### src/rtl/pll_sup_pkg.sv
// Shared state encoding, counter widths and a saturating-increment helper
// for the PLL lock supervisor.
package pll_sup_pkg;

    localparam int CNT_W  = 16;
    localparam int STAT_W = 8;

    typedef enum logic [1:0] {
        WAIT_LOCK  = 2'd0,
        STABLE_CHK = 2'd1,
        RUN        = 2'd2
    } pll_state_e;

    function automatic logic [STAT_W-1:0] sat_inc(input logic [STAT_W-1:0] v);
        return (v == {STAT_W{1'b1}}) ? v : v + STAT_W'(1);
    endfunction

endpackage

### src/rtl/pll_lock_supervisor_sync_2ff.sv
// Two-flop synchronizer used to bring the asynchronous PLL lock into clk_div.
module sync_2ff (
    input  logic clk_div,
    input  logic sys_rst_n,
    input  logic d_i,
    output logic q_o
);

    logic meta_q;
    logic sync_q;

    always_ff @(posedge clk_div or negedge sys_rst_n) begin
        if (!sys_rst_n) begin
            meta_q <= 1'b0;
            sync_q <= 1'b0;
        end else begin
            meta_q <= d_i;
            sync_q <= meta_q;
        end
    end

    assign q_o = sync_q;

endmodule

### src/rtl/pll_lock_supervisor.sv
// Qualifies PLL lock over a stability window before releasing downstream reset,
// and keeps sticky statistics on lock losses and lock-acquire timeouts.
module pll_lock_supervisor
    import pll_sup_pkg::*;
#(
    parameter int unsigned LOCK_STABLE = 16,
    parameter int unsigned TIMEOUT     = 1000
) (
    input  logic              clk_div,
    input  logic              sys_rst_n,
    input  logic              locked,
    input  logic              clr_stat,
    output logic              rst_out_n,
    output logic              lock_ok,
    output logic [1:0]        state,
    output logic              timeout_flag,
    output logic [STAT_W-1:0] lost_cnt,
    output logic [STAT_W-1:0] timeout_cnt
);

    localparam logic [CNT_W-1:0] STAB_LAST = CNT_W'(LOCK_STABLE - 1);
    localparam logic [CNT_W-1:0] WAIT_LAST = CNT_W'(TIMEOUT - 1);

    logic              lock_sync;
    pll_state_e        state_q;
    logic [CNT_W-1:0]  stab_cnt_q;
    logic [CNT_W-1:0]  wait_cnt_q;
    logic              rst_out_q;
    logic              lock_ok_q;
    logic              timeout_flag_q, timeout_flag_d;
    logic [STAT_W-1:0] lost_cnt_q, lost_cnt_d;
    logic [STAT_W-1:0] timeout_cnt_q, timeout_cnt_d;
    logic              loss_evt;
    logic              timeout_evt;

    sync_2ff u_lock_sync (
        .clk_div   (clk_div),
        .sys_rst_n (sys_rst_n),
        .d_i       (locked),
        .q_o       (lock_sync)
    );

    // Outputs are decoded from the next state so they change on the same edge as state_q.
    always_ff @(posedge clk_div or negedge sys_rst_n) begin
        if (!sys_rst_n) begin
            state_q    <= WAIT_LOCK;
            stab_cnt_q <= '0;
            wait_cnt_q <= '0;
            rst_out_q  <= 1'b0;
            lock_ok_q  <= 1'b0;
        end else begin
            case (state_q)
                WAIT_LOCK: begin
                    rst_out_q <= 1'b0;
                    lock_ok_q <= 1'b0;
                    if (lock_sync) begin
                        state_q    <= STABLE_CHK;
                        stab_cnt_q <= '0;
                        wait_cnt_q <= '0;
                    end else if (wait_cnt_q == WAIT_LAST) begin
                        wait_cnt_q <= '0;
                    end else begin
                        wait_cnt_q <= wait_cnt_q + CNT_W'(1);
                    end
                end
                STABLE_CHK: begin
                    if (!lock_sync) begin
                        state_q    <= WAIT_LOCK;
                        stab_cnt_q <= '0;
                        wait_cnt_q <= '0;
                        rst_out_q  <= 1'b0;
                        lock_ok_q  <= 1'b0;
                    end else if (stab_cnt_q == STAB_LAST) begin
                        state_q   <= RUN;
                        rst_out_q <= 1'b1;
                        lock_ok_q <= 1'b1;
                    end else begin
                        stab_cnt_q <= stab_cnt_q + CNT_W'(1);
                        rst_out_q  <= 1'b0;
                        lock_ok_q  <= 1'b0;
                    end
                end
                RUN: begin
                    if (!lock_sync) begin
                        state_q    <= WAIT_LOCK;
                        stab_cnt_q <= '0;
                        wait_cnt_q <= '0;
                        rst_out_q  <= 1'b0;
                        lock_ok_q  <= 1'b0;
                    end else begin
                        rst_out_q <= 1'b1;
                        lock_ok_q <= 1'b1;
                    end
                end
                default: begin
                    state_q    <= WAIT_LOCK;
                    stab_cnt_q <= '0;
                    wait_cnt_q <= '0;
                    rst_out_q  <= 1'b0;
                    lock_ok_q  <= 1'b0;
                end
            endcase
        end
    end

    // A clear in the same cycle as a loss/timeout event discards the event.
    always_comb begin
        loss_evt       = (state_q == RUN) && !lock_sync;
        timeout_evt    = (state_q == WAIT_LOCK) && !lock_sync && (wait_cnt_q == WAIT_LAST);
        lost_cnt_d     = lost_cnt_q;
        timeout_cnt_d  = timeout_cnt_q;
        timeout_flag_d = timeout_flag_q;
        if (clr_stat) begin
            lost_cnt_d     = '0;
            timeout_cnt_d  = '0;
            timeout_flag_d = 1'b0;
        end else begin
            if (loss_evt) begin
                lost_cnt_d = sat_inc(lost_cnt_q);
            end
            if (timeout_evt) begin
                timeout_cnt_d  = sat_inc(timeout_cnt_q);
                timeout_flag_d = 1'b1;
            end
        end
    end

    always_ff @(posedge clk_div or negedge sys_rst_n) begin
        if (!sys_rst_n) begin
            lost_cnt_q     <= '0;
            timeout_cnt_q  <= '0;
            timeout_flag_q <= 1'b0;
        end else begin
            lost_cnt_q     <= lost_cnt_d;
            timeout_cnt_q  <= timeout_cnt_d;
            timeout_flag_q <= timeout_flag_d;
        end
    end

    assign rst_out_n    = rst_out_q;
    assign lock_ok      = lock_ok_q;
    assign state        = state_q;
    assign timeout_flag = timeout_flag_q;
    assign lost_cnt     = lost_cnt_q;
    assign timeout_cnt  = timeout_cnt_q;

endmodule

### config.mk
export PLATFORM = sky130hd
export DESIGN_NAME = pll_lock_supervisor
export DESIGN_NICKNAME = d
export VERILOG_FILES = /design/src/rtl/pll_sup_pkg.sv /design/src/rtl/pll_lock_supervisor_sync_2ff.sv /design/src/rtl/pll_lock_supervisor.sv
export SDC_FILE = /design/constraint.sdc
export NUM_CORES = 1
export LEC_CHECK = 0
export BUFFER_PORTS_ARGS = -buffer_cell sky130_fd_sc_hd__buf_2
export CORE_MARGIN = 2
export CORE_UTILIZATION = 32
export DETAILED_ROUTE_END_ITERATION = 7
export RECOVER_POWER = 50
export REMOVE_ABC_BUFFERS = 1
export SKIP_LAST_GASP = 1
export SLEW_MARGIN = 20
export SYNTH_ARGS = -nofsm -noshare
export SYNTH_HDL_FRONTEND = slang
export SYNTH_SLANG_ARGS = --single-unit
### constraint.sdc
create_clock -name clk_div -period 2.21 [get_ports clk_div]
set_input_delay 0.3315 -clock clk_div [delete_from_list [all_inputs] [get_ports clk_div]]
set_output_delay 0.3315 -clock clk_div [all_outputs]
set_load 0.02 [all_outputs]
# Yosys cells after proc, flatten, opt, wreduce, memory -nomap -nowiden
# Index checks and enable logic that the tools add are counted.
# totals
register_bits	54
in_bits	4
# op_classes
n_addsub	4
n_eq_ne	13
muxes	25
n_reduce_logical	12
# ops
cell	count
two-way mux 16 bit	6
two-way mux 8 bit	6
one-hot mux 16 bit (3 select lines)	1
adder 16 x 1 -> 16 bit, second input constant	2
one-hot mux 16 bit (2 select lines)	1
adder 8 x 1 -> 8 bit, second input constant	2
== test 16 x 10 -> 1 bit, second input constant	1
== test 16 x 4 -> 1 bit, second input constant	1
== test 8 bit, second input constant	2
two-way mux 2 bit	4
!= test 2 bit, second input constant	4
!= test 3 bit, second input constant	2
one-hot mux 2 bit (3 select lines)	1
AND reduction 3 bit	2
two-way mux 1 bit	5
AND reduction 2 bit	2
nonzero test 2 bit	2
logical AND 1 bit	3
== test 2 x 1 -> 1 bit, second input constant	1
== test 2 bit, second input constant	1
zero test 2 bit	1
!= test 2 x 1 -> 1 bit, second input constant	1
one-hot mux 1 bit (2 select lines)	1
OR reduction 2 bit	1
zero test 1 bit	1

# Longest topological paths before layout
# depth
word_depth	5
ltp_mapped	8
ltp_nobuf	7

# Modules after synthesis
# From an unflattened synthesis, not the netlist that was laid out.
# hier_totals
hier_cells	292
hier_area_um2	2808.9
# modules_own_cells
module	n_inst	cells_per_inst	area_each_um2	seq_area_each_um2
pll_lock_supervisor	1	290	2758.9	1301.2
sync_2ff	1	2	50.0	50.0

# Least setup slack after synthesis
# No wires, ideal clock.
# synth_path
path_type	flip-flop to flip-flop
from	reg state_q[0] (netlist: state[0])
to	reg stab_cnt_q[12]
setup_ps	76
arrival_time_ps	2084
t_required_ps	2134
setup_slack_ps	50
path_stages_with_launch	9
period_less_slack_ps	2160
path_cell_list	dfrtp_1 inv_1 ha_1 mux2i_4 nand3_4 or2_1 buf_2 or4_1 o21ai_1
# synth_between
elab_chain_len	3
elab_cells_between_ends	8
# synth_rtl
item	line_no	text
from (decl)	pll_lock_supervisor.sv:25	pll_state_e state_q;
from (signal assigned)	pll_lock_supervisor.sv:46	state_q <= WAIT_LOCK;
from (signal assigned)	pll_lock_supervisor.sv:57	state_q <= STABLE_CHK;
from (signal assigned)	pll_lock_supervisor.sv:68	state_q <= WAIT_LOCK;
== test 2 x 1 -> 1 bit, or another cell as far along	pll_lock_supervisor.sv:52	case (state_q)
!= test 3 bit (no source line), or another cell as far along	-	
AND reduction 3 bit (no source line)	-	
to (signal assigned)	pll_lock_supervisor.sv:78	stab_cnt_q <= stab_cnt_q + CNT_W'(1);
to (decl)	pll_lock_supervisor.sv:26	logic [CNT_W-1:0] stab_cnt_q;
# Parallel ways exist; a longest one is shown, timed or not.
# A chain may end at the register's enable or synchronous reset.

# Worst setup path in the final report
# layout_path
from	reg state_q[1] (netlist: state[1])
to	reg timeout_cnt_q[5] (netlist: timeout_cnt[5])
# layout_between
elab_chain_len	5
# layout_rtl
item	line_no	text
zero test 2 bit	pll_lock_supervisor.sv:109	timeout_evt = (state_q == WAIT_LOCK) && !lock_sync && (wait_cnt_q == WAIT_LAST);
logical AND 1 bit (2 in series)	pll_lock_supervisor.sv:109	
nonzero test 2 bit (no source line)	-	
AND reduction 2 bit (no source line)	-	
to (signal assigned)	pll_lock_supervisor.sv:135	timeout_cnt_q <= timeout_cnt_d;
to (decl)	pll_lock_supervisor.sv:32	logic [STAT_W-1:0] timeout_cnt_q, timeout_cnt_d;
# Every way passes these cells.

==> results.tsv <==
metric	value	unit
Final Critical Period	2.02	ns
Ports	25	
critical path fanouts, max	7	
Iter 0 DRT Violations	139	
share of layout cells above drive strength 1	12.6	%
hold worst-path end	u_lock_sync.meta_q	
number of max-cap violations	0	
clock transition time at the flip-flop clock pins of the worst setup and hold paths	0.10	ns
level count of the clock H-tree	2	
prevailing post-synth register cell	sky130_fd_sc_hd__dfrtp_1	
initial standard-cell utilization of the core	33.0	%
static leakage power	1.37	nW
maximum buffer depth of the clock tree	2	
placer congestion estimate	0.782	
switching pwr	678	uW
row count	34	
Die Area	0.00977	mm^2
input/output buffers	24	
count of flip-flops with a built-in enable after synthesis	0	
antenna violations before repair	0	
worst reg2reg path startpoint	state[1]	
half-perimeter wire length after detailed placement	4390	um
Total Routing Usage GR	13.3	%
Max Slew Vio Count	0	
Min-Delay Path Class	in2reg	
post-synthesis instance total	306	
filler cell count	864	
number of nets still failing antenna checks after routing	0	
aggregate routed wire length	6180	um
internal power	1.44	mW
worst reg-to-reg setup slack	0.19	ns
area of combinational cells with multiple inputs	0.00143	mm^2
area occupied by registers	0.00135	mm^2
total negative setup slack	0	ns
core footprint	0.00872	mm^2
first-pass GRT wire length	10900	um
width of the die	98.8	um
Pre-Repair DR Iteration Count	4	
remaining global-route overflow	0	
Critical Path Source Type	flip-flop	
clock share of power	25.4	%
unrepaired setup endpoints after global routing	false	
number of global-route vias before repair	2325	
Gate power share	23.9	%
synth-to-layout area growth	13.6	%
CP Data Arrival Time	2.23	ns
maximum clock skew at final layout	0.00414	ns
TritonCTS Sinks	54	
vias after detailed routing	2388	
TritonCTS clock tree	built	
source-to-sink clock delay at the later pin of the worst-skew pair	0.30	ns
area of the mapped netlist	0.00288	mm^2
Inserted Clock Buffers	5	
status	finished clean	
portion of the post-synthesis area used by sequential elements	47.0	%
YS warnings	0	
number of diodes	0	
Via density	5.32	
Worst EP required	2.42	ns
DR DRC count	0	
vertical die dimension	98.8	um
clock root buffer	sky130_fd_sc_hd__clkbuf_8	
average footprint of a synthesized cell	9.40	um^2
async set-or-reset flop fraction in the synthesized netlist	100	%
launch point of the worst hold path	locked	
share of the clock period used by the worst path after layout	91.3	%
Synth cell types	50	
Post-layout nets	353	
Reg2Reg Capture Point	timeout_cnt[5]	
sequential share of power	50.6	%
worst setup slack before clock tree synthesis	0.138	ns
total setup violations reported at the end of the flow	0	
Register-to-Register Path Depth	8	
net switching fraction of the power	32.0	%
largest net degree at the start of global routing	38	
worst setup margin	0.191	ns
measured slew at the worst slew-check pin	0.968	ns
Fmax achieved	0.495	GHz
maximum resistive drop on vdd	0.000319	V
final hold vios	0	
synthesized flop and latch total	54	
PwrDens	650	mW/mm^2
critical path capture point type	flip-flop	
type of the worst setup path	reg2reg	
detail-routed net length per standard cell	13.8	um
Max-slew headroom	35.5	%
number of stages on the worst hold path	1	
==> Yosys cell counts (3+ instances only) <==
master / number / area share (%)
sky130_fd_sc_hd__o21ai_0: 19 / 3.3
sky130_fd_sc_hd__and3_1: 7 / 1.5
sky130_fd_sc_hd__nand2b_1: 3 / 0.65
sky130_fd_sc_hd__nor4_1: 6 / 1.3
sky130_fd_sc_hd__and2_1: 3 / 0.65
sky130_fd_sc_hd__nand2_1: 22 / 2.9
sky130_fd_sc_hd__a21oi_1: 12 / 2.1
sky130_fd_sc_hd__or4_1: 3 / 0.78
sky130_fd_sc_hd__xor2_1: 9 / 2.7
sky130_fd_sc_hd__o31ai_1: 6 / 1.6
sky130_fd_sc_hd__a22o_1: 4 / 1.2
sky130_fd_sc_hd__xnor2_1: 8 / 2.4
sky130_fd_sc_hd__buf_2: 4 / 0.70
sky130_fd_sc_hd__nand3_1: 21 / 3.7
sky130_fd_sc_hd__inv_1: 11 / 1.4
sky130_fd_sc_hd__ha_1: 8 / 3.5
sky130_fd_sc_hd__nand4_1: 11 / 2.4
sky130_fd_sc_hd__dfrtp_1: 54 / 47
sky130_fd_sc_hd__nor2_1: 39 / 5.1
sky130_fd_sc_hd__clkbuf_1: 3 / 0.39
sky130_fd_sc_hd__nor3_1: 7 / 1.2
sky130_fd_sc_hd__a31oi_1: 6 / 1.3
sky130_fd_sc_hd__a211oi_1: 3 / 0.78
==> worst max path at each step <==
stage	startpoint	endpoint	slack [ns]	cells past startpoint
finish	state[1]	timeout_cnt[5]	0.19	8
global route	state[1]	timeout_cnt[5]	0.05	8
CTS	wait_cnt_q[0]	wait_cnt_q[9]	0.1	7
detailed placement	wait_cnt_q[0]	wait_cnt_q[6]	0.14	7
global placement	wait_cnt_q[0]	wait_cnt_q[6]	0.23	7
floorplan	state[0]	stab_cnt_q[12]	0.11	7
==> state kept, by name (all words and copies together) (netlist names) <==
| register | flops |
|---|---|
| stab_cnt_q | 16 |
| wait_cnt_q | 16 |
| lost_cnt | 8 |
| timeout_cnt | 8 |
| state | 2 |
| lock_ok | 1 |
| timeout_flag | 1 |
| u_lock_sync.meta_q | 1 |
| u_lock_sync.q_o | 1 |
==> power by group through the flow <==
stage | logic (mW) | clock network, mW | registers [mW]
floorplan | 0.289 | 0 | 1.10
global placement | 0.504 | 0 | 1.09
detailed placement | 0.512 | 0 | 1.09
CTS | 0.514 | 0.562 | 1.07
global route | 0.575 | 0.605 | 1.08
finish | 0.508 | 0.540 | 1.08
==> metal layers <==
metal	global-route usage (%)	part of all wire, %	vias up
li1	-	-	1186
met1	18.3	50	1157
met2	21.4	46	38
met3	2.06	2.9	7
met4	4.43	1.4	0
met5	0	0	-
==> layout make-up <==
class | count | share of cell area (%)
Clock buffer | 5 | 2.11
Clock inverter | 2 | 0.459
Multi-Input combinational cell | 230 | 43.8
Tap cell | 108 | 4.13
Sequential cell | 54 | 41.3
Timing Repair Buffer | 39 | 6.85
Inverter | 11 | 1.26
==> critical path, cell delays in order (launching register included) <==
cell	delay, ns
sky130_fd_sc_hd__dfrtp_1	0.44
sky130_fd_sc_hd__inv_1	0.12
sky130_fd_sc_hd__ha_1	0.22
sky130_fd_sc_hd__nand2b_1	0.13
sky130_fd_sc_hd__buf_4	0.18
sky130_fd_sc_hd__or2_1	0.25
sky130_fd_sc_hd__nor2_1	0.21
sky130_fd_sc_hd__a31oi_1	0.12
sky130_fd_sc_hd__a311oi_1	0.26
==> kinds of logic after synthesis <==
logic type / count (synthesis) / share of synthesized area (%)
simple gates: 135 / 24.0
compound gates: 65 / 14.7
flops: 54 / 47.0
buf+inv: 22 / 3.35
xor+xnor: 17 / 5.17
fa+ha+maj: 8 / 3.48
mux: 5 / 2.26
==> cells in the final DEF (no fill, tap or decap), drive strengths merged, types with 4 or more instances in the layout <==
cell and count:
dfrtp 54, nor2 39, buf 28, nand2 22, nand3 22, o21ai 21
clkbuf 15, a21oi 12, inv 11, nand4 11, xor2 9, xnor2 8
ha 8, nor3 7, and3 7, nor4 6, a31oi 6, o31ai 6
a22o 4
==> per-stage QoR <==
| stage | area [um^2] | power, mW | hold slack, ns | instances | utilization (%) |
|---|---|---|---|---|---|
| floorplan | 2820 | 1.39 | 0.0359 | 295 | - |
| global placement | 3200 | 1.59 | 0.297 | 441 | 36.6 |
| detailed placement | 3200 | 1.61 | 0.295 | 441 | 36.6 |
| CTS | 3290 | 2.15 | 0.121 | 449 | 37.7 |
| global route | 3270 | 2.26 | 0.113 | 449 | 37.5 |
| finish | 3270 | 2.12 | 0.133 | 449 | 37.5 |
==> timing repair <==
item                       CTS  global route
setup endpoints to repair    0             9
hold buffers                 1             0
buffers inserted             0             0
resized for setup            0             1
hold endpoints to repair    17             0
Power figures use the tool's default switching activity.
